## config.mk

```make
export PLATFORM = sky130hd
export DESIGN_NAME = branch_pred_ctrl
export DESIGN_NICKNAME = d
export VERILOG_FILES = /design/src/rtl/rv32_pkg.sv /design/src/rtl/branch_bht.sv /design/src/rtl/branch_pred_ctrl.sv
export SDC_FILE = /design/constraint.sdc
export NUM_CORES = 1
export LEC_CHECK = 0
export CAP_MARGIN = 40
export CORE_ASPECT_RATIO = 1.25
export CORE_MARGIN = 5
export CORE_UTILIZATION = 40
export CTS_CLUSTER_DIAMETER = 50
export DETAILED_ROUTE_END_ITERATION = 8
export PLACE_DENSITY_LB_ADDON = 0.3
export SLEW_MARGIN = 0
export SYNTH_ARGS = -nofsm -noshare
export SYNTH_HDL_FRONTEND = slang
export SYNTH_SLANG_ARGS = --single-unit
```

## constraint.sdc

```tcl
create_clock -name clk -period 3.5 [get_ports clk]
set_input_delay 0.7 -clock clk [delete_from_list [all_inputs] [get_ports clk]]
set_output_delay 0.7 -clock clk [all_outputs]
set_load 0.1 [all_outputs]
```

## src/rtl/rv32_pkg.sv

```systemverilog
// Shared types for the branch prediction slice.
//   bht_ctr_t     : 2-bit saturating direction counter encoding
//   BHT_INIT      : counter value loaded on reset (weakly not-taken)
//   redir_state_t : redirect sequencer states
//   ctr_step()    : saturating increment/decrement of a counter
package rv32_pkg;

   typedef enum logic [1:0] {
      SNT = 2'b00,
      WNT = 2'b01,
      WT  = 2'b10,
      ST  = 2'b11
   } bht_ctr_t;

   localparam bht_ctr_t BHT_INIT = WNT;

   typedef enum logic {
      IDLE     = 1'b0,
      REDIRECT = 1'b1
   } redir_state_t;

   // Move one step toward the resolved direction, saturating at both ends.
   function automatic bht_ctr_t ctr_step(input bht_ctr_t c, input logic taken);
      bht_ctr_t r;
      r = c;
      if (taken) begin
         if (c != ST)
            r = bht_ctr_t'(c + 2'd1);
      end else begin
         if (c != SNT)
            r = bht_ctr_t'(c - 2'd1);
      end
      return r;
   endfunction

endpackage

```

## src/rtl/branch_bht.sv

```systemverilog
// Branch history table of 2-bit saturating counters.
//   clk, rst   : clock, synchronous active-high reset (all entries -> BHT_INIT)
//   rd_idx     : asynchronous read index
//   rd_ctr     : counter at rd_idx (old value when updated in the same cycle)
//   upd_en     : apply a resolution at the next rising edge
//   upd_idx    : entry to update
//   upd_taken  : resolved direction (1 = increment, 0 = decrement)
module branch_bht
   import rv32_pkg::*;
#(
   parameter  int ENTRIES = 64,
   localparam int IDX_W   = $clog2(ENTRIES)
) (
   input  logic             clk,
   input  logic             rst,
   input  logic [IDX_W-1:0] rd_idx,
   output bht_ctr_t         rd_ctr,
   input  logic             upd_en,
   input  logic [IDX_W-1:0] upd_idx,
   input  logic             upd_taken
);

   bht_ctr_t ctr_all [ENTRIES];

   // One register per entry: the whole table must clear in a single reset
   // cycle, so it cannot live in block RAM.
   generate
      for (genvar gi = 0; gi < ENTRIES; gi++) begin : g_entry
         bht_ctr_t ctr_reg;

         always_ff @(posedge clk) begin
            if (rst)
               ctr_reg <= BHT_INIT;
            else if (upd_en && (upd_idx == IDX_W'(gi)))
               ctr_reg <= ctr_step(ctr_reg, upd_taken);
         end

         assign ctr_all[gi] = ctr_reg;
      end
   endgenerate

   // No write-to-read bypass: a same-cycle update is seen one cycle later.
   assign rd_ctr = ctr_all[rd_idx];

endmodule

```

## src/rtl/branch_pred_ctrl.sv

```systemverilog
// Branch predictor and mispredict recovery controller.
//   clk, rst          : clock, synchronous active-high reset
//   if_valid, if_pc   : fetch slot; pred_taken is the combinational prediction
//   ex_*              : branch resolution from the EX stage branch unit
//   redirect_valid    : one-cycle pulse, fetch loads redirect_pc
//   redirect_pc       : corrected fetch PC (held between pulses)
//   flush_if_id/id_ex : squash strobes, coincident with redirect_valid
//   perf_branches     : resolved conditional branches (wraps)
//   perf_mispredicts  : mispredicted branches (wraps)
module branch_pred_ctrl
   import rv32_pkg::*;
#(
   parameter int BHT_ENTRIES = 64,
   parameter int XLEN        = 32
) (
   input  logic            clk,
   input  logic            rst,
   input  logic            if_valid,
   input  logic [XLEN-1:0] if_pc,
   output logic            pred_taken,
   input  logic            ex_valid,
   input  logic            ex_branch,
   input  logic [XLEN-1:0] ex_pc,
   input  logic            ex_pred_taken,
   input  logic            ex_taken,
   input  logic [XLEN-1:0] ex_target,
   output logic            redirect_valid,
   output logic [XLEN-1:0] redirect_pc,
   output logic            flush_if_id,
   output logic            flush_id_ex,
   output logic [31:0]     perf_branches,
   output logic [31:0]     perf_mispredicts
);

   localparam int IDX_W = $clog2(BHT_ENTRIES);

   redir_state_t    state_reg, state_next;
   logic [XLEN-1:0] redirect_pc_reg;
   logic [31:0]     perf_br_reg, perf_mp_reg;
   bht_ctr_t        if_ctr;
   logic            squash, res, mp;
   logic [XLEN-1:0] tgt;

   branch_bht #(
      .ENTRIES (BHT_ENTRIES)
   ) u_bht (
      .clk       (clk),
      .rst       (rst),
      .rd_idx    (if_pc[IDX_W+1:2]),
      .rd_ctr    (if_ctr),
      .upd_en    (res),
      .upd_idx   (ex_pc[IDX_W+1:2]),
      .upd_taken (ex_taken)
   );

   assign pred_taken = if_valid & if_ctr[1];

   // The instruction in EX while the redirect pulse is out is on the wrong
   // path; it must neither train the table nor count.
   assign squash = (state_reg == REDIRECT);
   assign res    = ex_valid & ex_branch & ~squash;
   assign mp     = res & (ex_taken != ex_pred_taken);
   assign tgt    = ex_taken ? ex_target : (ex_pc + XLEN'(4));

   always_comb begin
      state_next = IDLE;
      case (state_reg)
         IDLE:     state_next = mp ? REDIRECT : IDLE;
         REDIRECT: state_next = IDLE;
         default:  state_next = IDLE;
      endcase
   end

   always_ff @(posedge clk) begin
      if (rst) begin
         state_reg       <= IDLE;
         redirect_pc_reg <= '0;
         perf_br_reg     <= '0;
         perf_mp_reg     <= '0;
      end else begin
         state_reg <= state_next;
         if (mp)
            redirect_pc_reg <= tgt;
         perf_br_reg <= perf_br_reg + 32'(res);
         perf_mp_reg <= perf_mp_reg + 32'(mp);
      end
   end

   assign redirect_valid   = (state_reg == REDIRECT);
   assign flush_if_id      = (state_reg == REDIRECT);
   assign flush_id_ex      = (state_reg == REDIRECT);
   assign redirect_pc      = redirect_pc_reg;
   assign perf_branches    = perf_br_reg;
   assign perf_mispredicts = perf_mp_reg;

endmodule

```

# [After elaboration in Yosys (flattened, before gate mapping)]
# Cells that the tools add are included.
[word_totals] register_bits=225 input_bits=103 out_inout_bits=100 elab_cells=853
[op_classes] addsub=131 order_cmp=1 n_eq_ne=192 n_mux=198 n_bitwise=6 reduce_logical=257
[op_table] operator="2-bit 2-to-1 mux" count=194
[op_table] operator="2-bit nonzero test" count=128
[op_table] operator="6-bit equality test (second input constant)" count=32
[op_table] operator="3-bit AND reduction" count=64
[op_table] operator="2-bit by 1-bit adder with 2-bit output (second input constant)" count=64
[op_table] operator="2-bit by 1-bit != test with 1-bit output (second input constant)" count=64
[op_table] operator="2-bit != test (second input constant)" count=64
[op_table] operator="2-bit by 1-bit subtractor with 2-bit output (second input constant)" count=64
[op_table] operator="6-bit by 5-bit equality test with 1-bit output (second input constant)" count=16
[op_table] operator="32-bit by 1-bit adder with 32-bit output" count=2
[op_table] operator="1-bit logical AND" count=64
[op_table] operator="6-bit by 4-bit equality test with 1-bit output (second input constant)" count=8
[op_table] operator="32-bit by 3-bit adder with 32-bit output (second input constant)" count=1
[op_table] operator="32-bit 2-to-1 mux" count=1
[op_table] operator="6-bit by 3-bit equality test with 1-bit output (second input constant)" count=4
[op_table] operator="2-bit binary-select mux with 6-bit select" count=1
[op_table] operator="6-bit by 2-bit equality test with 1-bit output (second input constant)" count=2
[op_table] operator="7-bit >= comparator (second input constant)" count=1
[op_table] operator="6-bit NOT with 7-bit output" count=1
[op_table] operator="6-bit by 1-bit equality test with 1-bit output (second input constant)" count=1
[op_table] operator="6-bit logical NOT" count=1
[op_table] operator="1-bit AND" count=4
[op_table] operator="1-bit one-hot mux with 2 select lines" count=1
[op_table] operator="1-bit 2-to-1 mux" count=1
[op_table] operator="other kinds (2)" count=2

# [Longest topological paths before layout]
[logic_depth] ltp_word=5 depth_mapped=13 ltp_nobuf=10

# [By module]
# From an unflattened synthesis, not the netlist that was laid out.
[hier_totals] hier_cells=1634 hier_area_um2=13226.4
[modules_own_cells] mod="branch_bht" instances=1 cells_each=1036 area_per_inst_um2=8247.9 seq_area_each_um2=2562.5
[modules_own_cells] mod="branch_pred_ctrl" instances=1 cells_each=598 area_per_inst_um2=4978.5 seq_area_each_um2=1941.9

# [Least setup slack after synthesis]
# No wires, ideal clock.
[synth_path] kind="register to register" startpoint="register state_reg, in the netlist flush_id_ex" endpoint="register perf_mp_reg[31], in the netlist perf_mispredicts[31]" setup_time_ns=0.070 arrival_ns=3.081 required_time_ns=3.430 setup_slack_ns=0.349 path_stages_with_launch=13 path_buffers=2 path_cell_list="dfxtp_1 -> nand3b_1 -> inv_1 -> nand2b_1 -> inv_1 -> buf_2 -> buf_2 -> ha_1 -> nand2_1 -> nor3_2 -> nand4_1 -> or3_1 -> a21oi_1"
[synth_via] elab_chain_len=4
[synth_lines] item="start: declaration" line_no="branch_pred_ctrl.sv:37" rtl="redir_state_t state_reg, state_next;"
[synth_lines] item="start signal: assignment" line_no="branch_pred_ctrl.sv:81" rtl="state_reg <= state_next;"
[synth_lines] item="1-bit NOT" line_no="branch_pred_ctrl.sv:61" rtl="assign res = ex_valid & ex_branch & ~squash;"
[synth_lines] item="1-bit AND" line_no="branch_pred_ctrl.sv:61"
[synth_lines] item="1-bit AND" line_no="branch_pred_ctrl.sv:62" rtl="assign mp = res & (ex_taken != ex_pred_taken);"
[synth_lines] item="via mp" line_no="branch_pred_ctrl.sv:41" rtl="logic squash, res, mp;"
[synth_lines] item="32-bit by 1-bit adder with 32-bit output" line_no="branch_pred_ctrl.sv:85" rtl="perf_mp_reg <= perf_mp_reg + 32'(mp);"
[synth_lines] item="end signal: assignment" line_no="branch_pred_ctrl.sv:85"
[synth_lines] item="end: declaration" line_no="branch_pred_ctrl.sv:39" rtl="logic [31:0] perf_br_reg, perf_mp_reg;"
# The timed path passes the listed nets, and every way through them passes these cells.
# A chain may end at the register's enable or synchronous reset.

# [Worst setup path in the final report]
[layout_path] startpoint="input if_pc[4]" endpoint="output pred_taken"
[layout_via] elab_chain_len=5
[layout_lines] item="start: declaration" line_no="branch_pred_ctrl.sv:19" rtl="input logic [XLEN-1:0] if_pc,"
[layout_lines] item="6-bit NOT with 7-bit output (implied by the code)" line_no="branch_bht.sv:43" rtl="assign rd_ctr = ctr_all[rd_idx];"
[layout_lines] item="2-bit binary-select mux with 6-bit select" line_no="branch_bht.sv:43"
[layout_lines] item="2-bit 2-to-1 mux (implied by the code) (2 in series)" line_no="branch_bht.sv:43"
[layout_lines] item="1-bit AND" line_no="branch_pred_ctrl.sv:56" rtl="assign pred_taken = if_valid & if_ctr[1];"
[layout_lines] item="end: declaration" line_no="branch_pred_ctrl.sv:20" rtl="output logic pred_taken,"
# Every way passes these cells. The select of a mux whose other input is x is not followed.

==> out/qor.txt <==
Routed WL = 35.86 mm
Post-DP HPWL = 24.07 mm
Horiz. Die Dim = 165.8 um
Clock transition at path regs = 0.06 ns
Max_cap viols = 0
Wire per inst = 16.89 um
DRC violations left = 0
Worst IR drop on VDD = 0.0003615 V
Initial antenna violation count = 1
Synth async-reset ratio = 0%
Post-Syn Instances = 1502
Net Sw Frac = 27.79%
Power Dens Cells = 403.2 mW/mm2
Netlist cell types = 69
Final Setup Violations = 0
Met1 GRT Util = 24.30%
First-pass GRT wire length = 57.31 mm
Setup TNS = 0 ns
Vias/cell = 5.562
Hold slack = 0.4573 ns
R2R Path Start = flush_id_ex
I/O pins = 203
#FFs+latches synth = 225
R2r worst-path depth = 10
Port Buffer Count = 176
Max H-tree Level = 1
Max Clock Skew = 0.01507 ns
Slowest cell on crit path = clkdlybuf4s50_1
Core area = 0.03003 mm2
GP Congestion = 0.8154
Finished Cell Area = 0.01627 mm2
WS Path Type = primary input to primary output
Avg Cell Area, Syn = 8.076 um2
Row count = 71
Net Sw Power = 1823 uW
N_diodes = 0
EDFF count, synth = 0
Worst path top cell family by delay = multiplexers
Die footprint = 0.03393 mm2
Worst-Margin Slew = 1.167 ns
Tot GR Track Use = 19.85%
Worst Path Required = 2.80 ns
Max reg flops = 128
RSZ-0062 raised after global routing = false
Worst min-delay path startpoint = redirect_pc[4]
Hold depth = 2
Crit path DAT = 2.77 ns
CTS root buf = clkbuf_16
Grt met2 use = 35.10%
Most crowded layer after global routing = met2
LEAKAGE = 0.006162 uW
Hold Path End = redirect_pc[4]
Final period utilization = 99.25%
CP dominant cell by count = mux4_2
Final Critical Period = 3.474 ns
Vias in the first global route = 11.29k
Commonest non-fill, non-tap cell in the layout = dfxtp_1
CP Launch Type = primary input
Combinational power share = 13.2%
Outcome = completed
CP Depth = 7
Vert. Die Dim = 204.7 um
Slowest stage delay, CP = 0.67 ns
Ys flop type = dfxtp_1
Final-report max-slew violation count = 0
Largest net degree at the start of global routing = 295
Cts hold-fix bufs = 0
Internal Power = 4736 uW
Flop pwr share = 41.8%
Grt ovf = 0
Post-DRT Antenna Nets = 0
Max Root-Sink Buffers = 3
M3 GR Usage = 3.262%
Hold crit path type = flop to flop
Initial DRC Count = 869
Worst path cell trace = clkdlybuf4s50_1 -> mux4_2 -> mux4_2 -> nand2b_4 -> o2111ai_2 -> o21ai_2 -> buf_12
Buf/Inv on CP = 2
RR Endpoint = perf_branches[22]
Final core occ = 54.17%
Area growth syn-to-layout = 34.09%
Final hold vios = 0
Flop2flop setup slack = 0.90 ns
TritonCTS Sinks = 225
F_max = 287.9 MHz
Worst slew margin = 22.20%
Synth Warn # = 0
Mapped Nets = 1613
Initial DRT Pass Iterations = 5
Clock Latency Late Sink = 0.56 ns
Layout cells sized above 1 = 13.36%
CTS tree = yes
Post-DP Area = 0.01523 mm2
Via count = 11.81k
Post-Syn Area = 0.01213 mm2
Layout Cells excl Fill = 2123
Clk pwr share = 44.9%
TritonCTS buffer count = 30
Critical-path maximum fanout = 6
CP endpoint kind = primary output
Total Nets Final = 1811
Initial Util = 40.40%
Placed insts = 2064
Sequential-to-total area share from yosys stat = 37.13%
Most frequent cells in the layout = dfxtp_1 (225), nand2_1 (155), nor2_1 (147)
==> layout make-up <==
class,instances,area (um2)
clock buffer,40,849.6
clock inverter,14,123.9
fill,2772,13760
inverter,15,56.30
multi-input combinational,1147,7049
sequential,225,4504
tap,401,501.7
timing repair buffer,281,3181
==> worst max path at each step <==
stage	slack [ns]	end	start
after CTS	0.04	pred_taken	if_pc[4]
final	0.03	pred_taken	if_pc[4]
after global routing	0.01	pred_taken	if_pc[4]
after detailed placement	-0.12	pred_taken	if_pc[3]
after floorplan	0.35	perf_mispredicts[31]	flush_id_ex
after global placement	-0.12	pred_taken	if_pc[3]
==> worst register-to-register path: stages (launching register included) <==
cell and delay (ns):
dfxtp_1 0.38, nand3b_1 0.20, inv_1 0.16, ha_1 0.21
ha_1 0.21, nand2_1 0.08, or3_1 0.53, buf_4 0.26
nor3_1 0.24, xnor2_1 0.15, nor2_1 0.05
==> synth_stat cells (6+ instances only) <==
cell / count / area [um2]
a21oi_1: 104 / 520.5
dfxtp_1: 225 / 4504
nand3_1: 41 / 205.2
and4_1: 11 / 96.34
and3b_1: 8 / 70.07
nand2_1: 155 / 581.8
nor2b_1: 8 / 50.05
buf_2: 32 / 160.2
nor2_1: 147 / 551.8
a211o_1: 8 / 70.07
a31oi_1: 28 / 175.2
ha_1: 8 / 100.1
o31ai_1: 11 / 82.58
a21o_1: 29 / 217.7
xor2_1: 35 / 306.5
xnor2_1: 37 / 324.1
and2_1: 28 / 175.2
nand3b_1: 13 / 97.59
clkbuf_1: 64 / 240.2
and3_1: 61 / 381.6
mux2i_1: 19 / 190.2
or3_1: 21 / 131.4
o311ai_0: 19 / 166.4
o211ai_1: 15 / 112.6
nor4_1: 8 / 50.05
o41ai_1: 6 / 52.55
nor3_1: 54 / 270.3
inv_1: 15 / 56.30
mux4_2: 14 / 315.3
nand2b_1: 16 / 100.1
o221ai_1: 13 / 113.9
buf_4: 7 / 52.55
nand4_1: 25 / 156.4
o21ai_0: 133 / 665.6
nor3b_1: 9 / 67.56
buf_1: 6 / 22.52
o22ai_1: 8 / 50.05
==> per-stage QoR <==
step	setup WS (ns)	power, uW
3_3_place_gp	-0.1180	3572
5_1_grt	0.01280	6820
6_report	0.02610	6558
4_1_cts	0.04369	6618
3_5_place_dp	-0.1230	3653
2_1_floorplan	0.3489	3307
==> logic make-up (layout without fill, tap and decap cells) <==
family	count (synthesis)	after routing	synth area share, %
DFF	225	225	37.13
muxes	36	36	4.817
AOI/OAI and AO/OA	400	400	20.20
xor gates and xnor gates	72	72	5.199
buffers and inverters	130	350	4.786
adders and majority gates	8	8	0.8252
and+or+nand+nor	631	631	27.04
==> power by group through the flow <==
stage | logic, uW | registers (uW) | clock network [uW]
final | 867 | 2740 | 2950
after global routing | 931 | 2760 | 3130
after CTS | 862 | 2740 | 3010
after detailed placement | 857 | 2800 | 0
after global placement | 779 | 2790 | 0
after floorplan | 399 | 2910 | 0
==> repair_timing <==
| action | in CTS | in global routing |
|---|---|---|
| resized for setup | 2 | 1 |
| endpoints found under the setup margin | 1 | 1 |
| cloned | 0 | 1 |
| buffers inserted | 0 | 4 |
==> layer usage <==
metal  vias up  share of wire, %
met5         -             0.022
met2       313                50
li1       5826                 -
met3        70               4.9
met4         2               3.1
met1      5597                42
(Power assumes the default switching activity.)
==> edit 1: new RTL, same flow settings <==
`XLEN`: 32 -> 24.
--- a/src/rtl/branch_pred_ctrl.sv
+++ b/src/rtl/branch_pred_ctrl.sv
@@ -12,5 +12,5 @@
 #(
    parameter int BHT_ENTRIES = 64,
-   parameter int XLEN        = 32
+   parameter int XLEN        = 24
 ) (
    input  logic            clk,
Interface: changed (resized ex_pc, ex_target, if_pc and redirect_pc); port bits go from 203 to 171. No check against the original RTL was run, so the function may have changed too.
==> edit 1 against the original RTL <==
Sequential cell count fell by 8; count of clock-buffer cells in the layout fell by 2; global-route usage rose by 1.6 points; routed wire length fell by 0.13%; clock skew fell by 0.0072 ns; total power fell by 0.76%; critical path depth rose by 1; setup slack improved by 0.016 ns; final area fell by 6.3%; synthesized area fell by 6.4%.
==> edit 1: results <==
set metrics [dict create \
    grt_pass1_vias 10870 \
    ys_seq_area_share_pct 38.24 \
    grt_pass1_wl_mm 57.01 \
    yosys-top-cells-area "dfxtp_1, nor2_1, o21ai_0" \
    synth_cells 1431 \
    grt_max_degree 209 \
    ff2ff_setup_slack_ns 1.16 \
    outcome "completed" \
    timing.rr.end "perf_mispredicts[27]" \
    worstPathArrival_ns 2.76 \
    synth_cell_types 58 \
    synth-compound-area-share_pct 20.17 \
    muxShareOfSynthArea_pct 3.943 \
    skew_ns 0.007889 \
    grt_antenna_before_repair 3 \
    power_leakage_nw 5.472 \
    ir_worst_vdd_mv 0.2583 \
    setup_ws_ns 0.04209 \
    pre_cts_ws_ns -0.2365 \
    synth_xor_area_share_pct 5.397 \
    drive_gt1_share_pct 12.52 \
    insertion_delay_ns 0.53 \
    cts-buffers-inserted 29 \
    routed_wl_mm 35.81 \
    synth.top_cells.by_count "dfxtp_1, nor2_1, nand2_1" \
    dp_cells 1935 \
    final_cells 1988 \
    io_buffers 152 \
    placed_cell_area_um2 14240 \
    nFillCells 2505 \
    place_congestion 0.8505 \
    worstMarginPinSlew_ns 0.8356 \
    num_vias 11540 \
]
[edit 1: cell count changes after synthesis, moves of 14 or more]
cell / unedited run / this run
nand2_1: 155 / 131
o21ai_1: 3 / 40
or3_1: 21 / 7
nand3_1: 41 / 56
buf_2: 32 / 14
o311ai_0: 19 / 0
nor4_1: 8 / 58
o311ai_1: 0 / 24
o21ai_0: 133 / 110
clkbuf_1: 64 / 82
and3_1: 61 / 27
a31oi_1: 28 / 6
[edit 1: routing by layer]
metal,vias to the layer above,wire length (um),global-route usage (%)
met2,389,17790,38.50
met5,-,0,0
li1,5596,-,-
met4,0,1400,8.913
met3,86,1990,3.026
met1,5465,14630,25.86
[edit 1: power by group]
group          switching [W]  leakage (nW)  internal, W  total [W]
combinational       0.000486          3.24     0.000314   0.000800
clock                0.00112         0.476      0.00193    0.00305
sequential          0.000100          1.76      0.00256    0.00266
total                0.00171          5.47      0.00480    0.00651
[edit 1: logic make-up after synthesis]
logic type / count (synthesis)
simple gates: 603
flops: 217
compound gates: 376
buf+inv: 127
xor+xnor: 70
fa+ha+maj: 8
mux: 30
[edit 1: worst max-delay path, cell delays in order]
cell,delay (ns)
clkdlybuf4s50_1,0.50
buf_6,0.17
mux2_1,0.34
or3_1,0.31
nand4_1,0.11
nand4_1,0.12
a32o_2,0.32
buf_12,0.17
[edit 1: worst min-delay path by stage]
stage,from,endpoint,slack (ns),cells after the start
6_report,redirect_pc[14],redirect_pc[14],0.45,2
2_1_floorplan,u_bht.g_entry[12].ctr_reg[0],u_bht.g_entry[12].ctr_reg[0],0.45,1
5_1_grt,redirect_pc[13],redirect_pc[13],0.47,2
4_1_cts,redirect_pc[14],redirect_pc[14],0.45,2
3_3_place_gp,redirect_pc[14],redirect_pc[14],0.44,2
3_5_place_dp,redirect_pc[14],redirect_pc[14],0.44,2
[edit 1: timing repair]
action / 4_1_cts / 5_1_grt
pin swaps: 0 / 0
resized for setup: 1 / 5
endpoints found under the setup margin: 1 / 1
[edit 1: layout make-up]
class | instances | area share [%]
Inverter | 22 | 0.5419
Tap cell | 355 | 2.915
Timing Repair Buffer | 254 | 18.79
Clock inverter | 12 | 1.330
Clock buffer | 38 | 5.115
Antenna cell | 3 | 0.04926
Sequential cell | 217 | 28.51
Multi-Input combinational cell | 1087 | 42.75
[edit 1: stage by stage]
stage,util (%),power [W]
floorplan,-,0.003168
global placement,46.71,0.003430
detailed placement,50.44,0.003502
CTS,53.91,0.006564
global route,53.98,0.006745
finish,53.98,0.006508
==> edit 2: new RTL, config.mk and constraints unchanged <==
Without the edit above. Reset style: asynchronous (`rst`), changed in 2 clocked blocks. Comments in the files are not updated.
--- a/src/rtl/branch_bht.sv
+++ b/src/rtl/branch_bht.sv
@@ -29,5 +29,5 @@
          bht_ctr_t ctr_reg;
 
-         always_ff @(posedge clk) begin
+         always_ff @(posedge clk or posedge rst) begin
             if (rst)
                ctr_reg <= BHT_INIT;
--- a/src/rtl/branch_pred_ctrl.sv
+++ b/src/rtl/branch_pred_ctrl.sv
@@ -72,5 +72,5 @@
    end
 
-   always_ff @(posedge clk) begin
+   always_ff @(posedge clk or posedge rst) begin
       if (rst) begin
          state_reg       <= IDLE;
Formal check against the unedited RTL: not equivalent (Yosys sat finds a counterexample within 4 cycles, from zero or initial values and one cycle with rst high; the reset may be asserted at any time).
==> edit 2 against the original RTL <==
Count of clock-buffer cells in the layout up 3; critical path type unchanged; via count is 4.9% lower; final area is 1.8% higher; highest routed layer is now met4; routed wire length is 3.0% higher; sequential cell count is the same; synthesized area rose by 1.3%; largest cell class unchanged; clock skew is 0.0094 ns higher; setup slack improved by 0.13 ns; core utilization up 0.63 points.
Power is not compared: it rests on default switching activity, and its combinational part moved more than twofold at a synthesized area within 25%.
==> edit 2: results <==
set metrics [dict create \
    outcome "completed" \
    grt_pass1_wl_mm 58.94 \
    whs_path_depth 1 \
    multiInputGateArea_um2 6180 \
    cp-startpoint "if_pc[6]" \
    muxShareOfSynthArea_pct 4.694 \
    antenna_cells 1 \
    holdWs_ns 0.4773 \
    grt_max_degree 171 \
    pre_cts_ws_ns -0.1140 \
    synth-compound-area-share_pct 18.92 \
    ys.flop_type "dfrtp_1" \
    synth.top_cells.by_count "dfrtp_1, a21oi_1, o21ai_0" \
    layout_min_cycle_time_ns 3.341 \
    worstPathArrival_ns 2.64 \
    nFillCells 2583 \
    reg2regPathDepth 9 \
    area_growth_pct 34.70 \
    ys_seq_area_share_pct 46.47 \
    synth_cell_types 60 \
    regArea_um2 5710 \
    avgSynthCellArea_um2 9.274 \
    drtPass1Iterations 8 \
    drtIter0Drc 1062 \
    place_congestion 0.8409 \
    avgRoutedWirePerCell_um 18.60 \
    synth_xor_area_share_pct 5.702 \
    cts_resized 7 \
    insertion_delay_ns 0.54 \
    cts-buffers-inserted 29 \
    inverters 16 \
    ff2ff_setup_slack_ns 0.76 \
    routed_wl_mm 36.94 \
    buffers 283 \
    whs_endpoint "perf_branches[31]" \
    dp_cells 1932 \
    relSlewSlack_pct 42.49 \
    nNetsFinal 1673 \
    timing.rr.end "perf_branches[30]" \
    drive_gt1_share_pct 19.38 \
    synth_nets 1436 \
    hpwl_mm 26.19 \
    path_max_fanout 5 \
    clock_area_share_pct 5.616 \
    yosys-top-cells-area "dfrtp_1, dfstp_2, a21oi_1" \
    seq_cell_count 225 \
    synth_fa_ha_area_share_pct 0.8146 \
]
## edit 2: cell types whose count changed after synthesis, moves of 28 or more
cell     delta
a21oi_1    +37
and3_1     -36
dfrtp_1   +161
dfstp_2    +64
dfxtp_1   -225
nand2_1    -28
nand3_1    +28
nor2_1     -31
nor3_1     -34
## edit 2: where the power goes
group	switching, W	internal (W)	leakage, nW
sequential	0.000174	0.00283	2.71
clock	0.00113	0.00172	0.452
combinational	0.00165	0.000870	3.56
total	0.00296	0.00543	6.73
## edit 2: logic make-up after synthesis
group	count (synthesis)
adder cells (fa/ha/maj)	8
AO/OA/AOI/OAI	390
multiplexers	34
flip-flops	225
XOR/XNOR	80
buffers and inverters	93
AND/OR/NAND/NOR	495
## edit 2: routing by layer
metal,vias to the layer above,global-route usage [%],wire length (um)
li1,5307,-,-
met1,5441,27.77,15480
met2,395,35.74,18140
met3,81,2.812,2134
met4,0,6.489,1188
met5,-,0,0
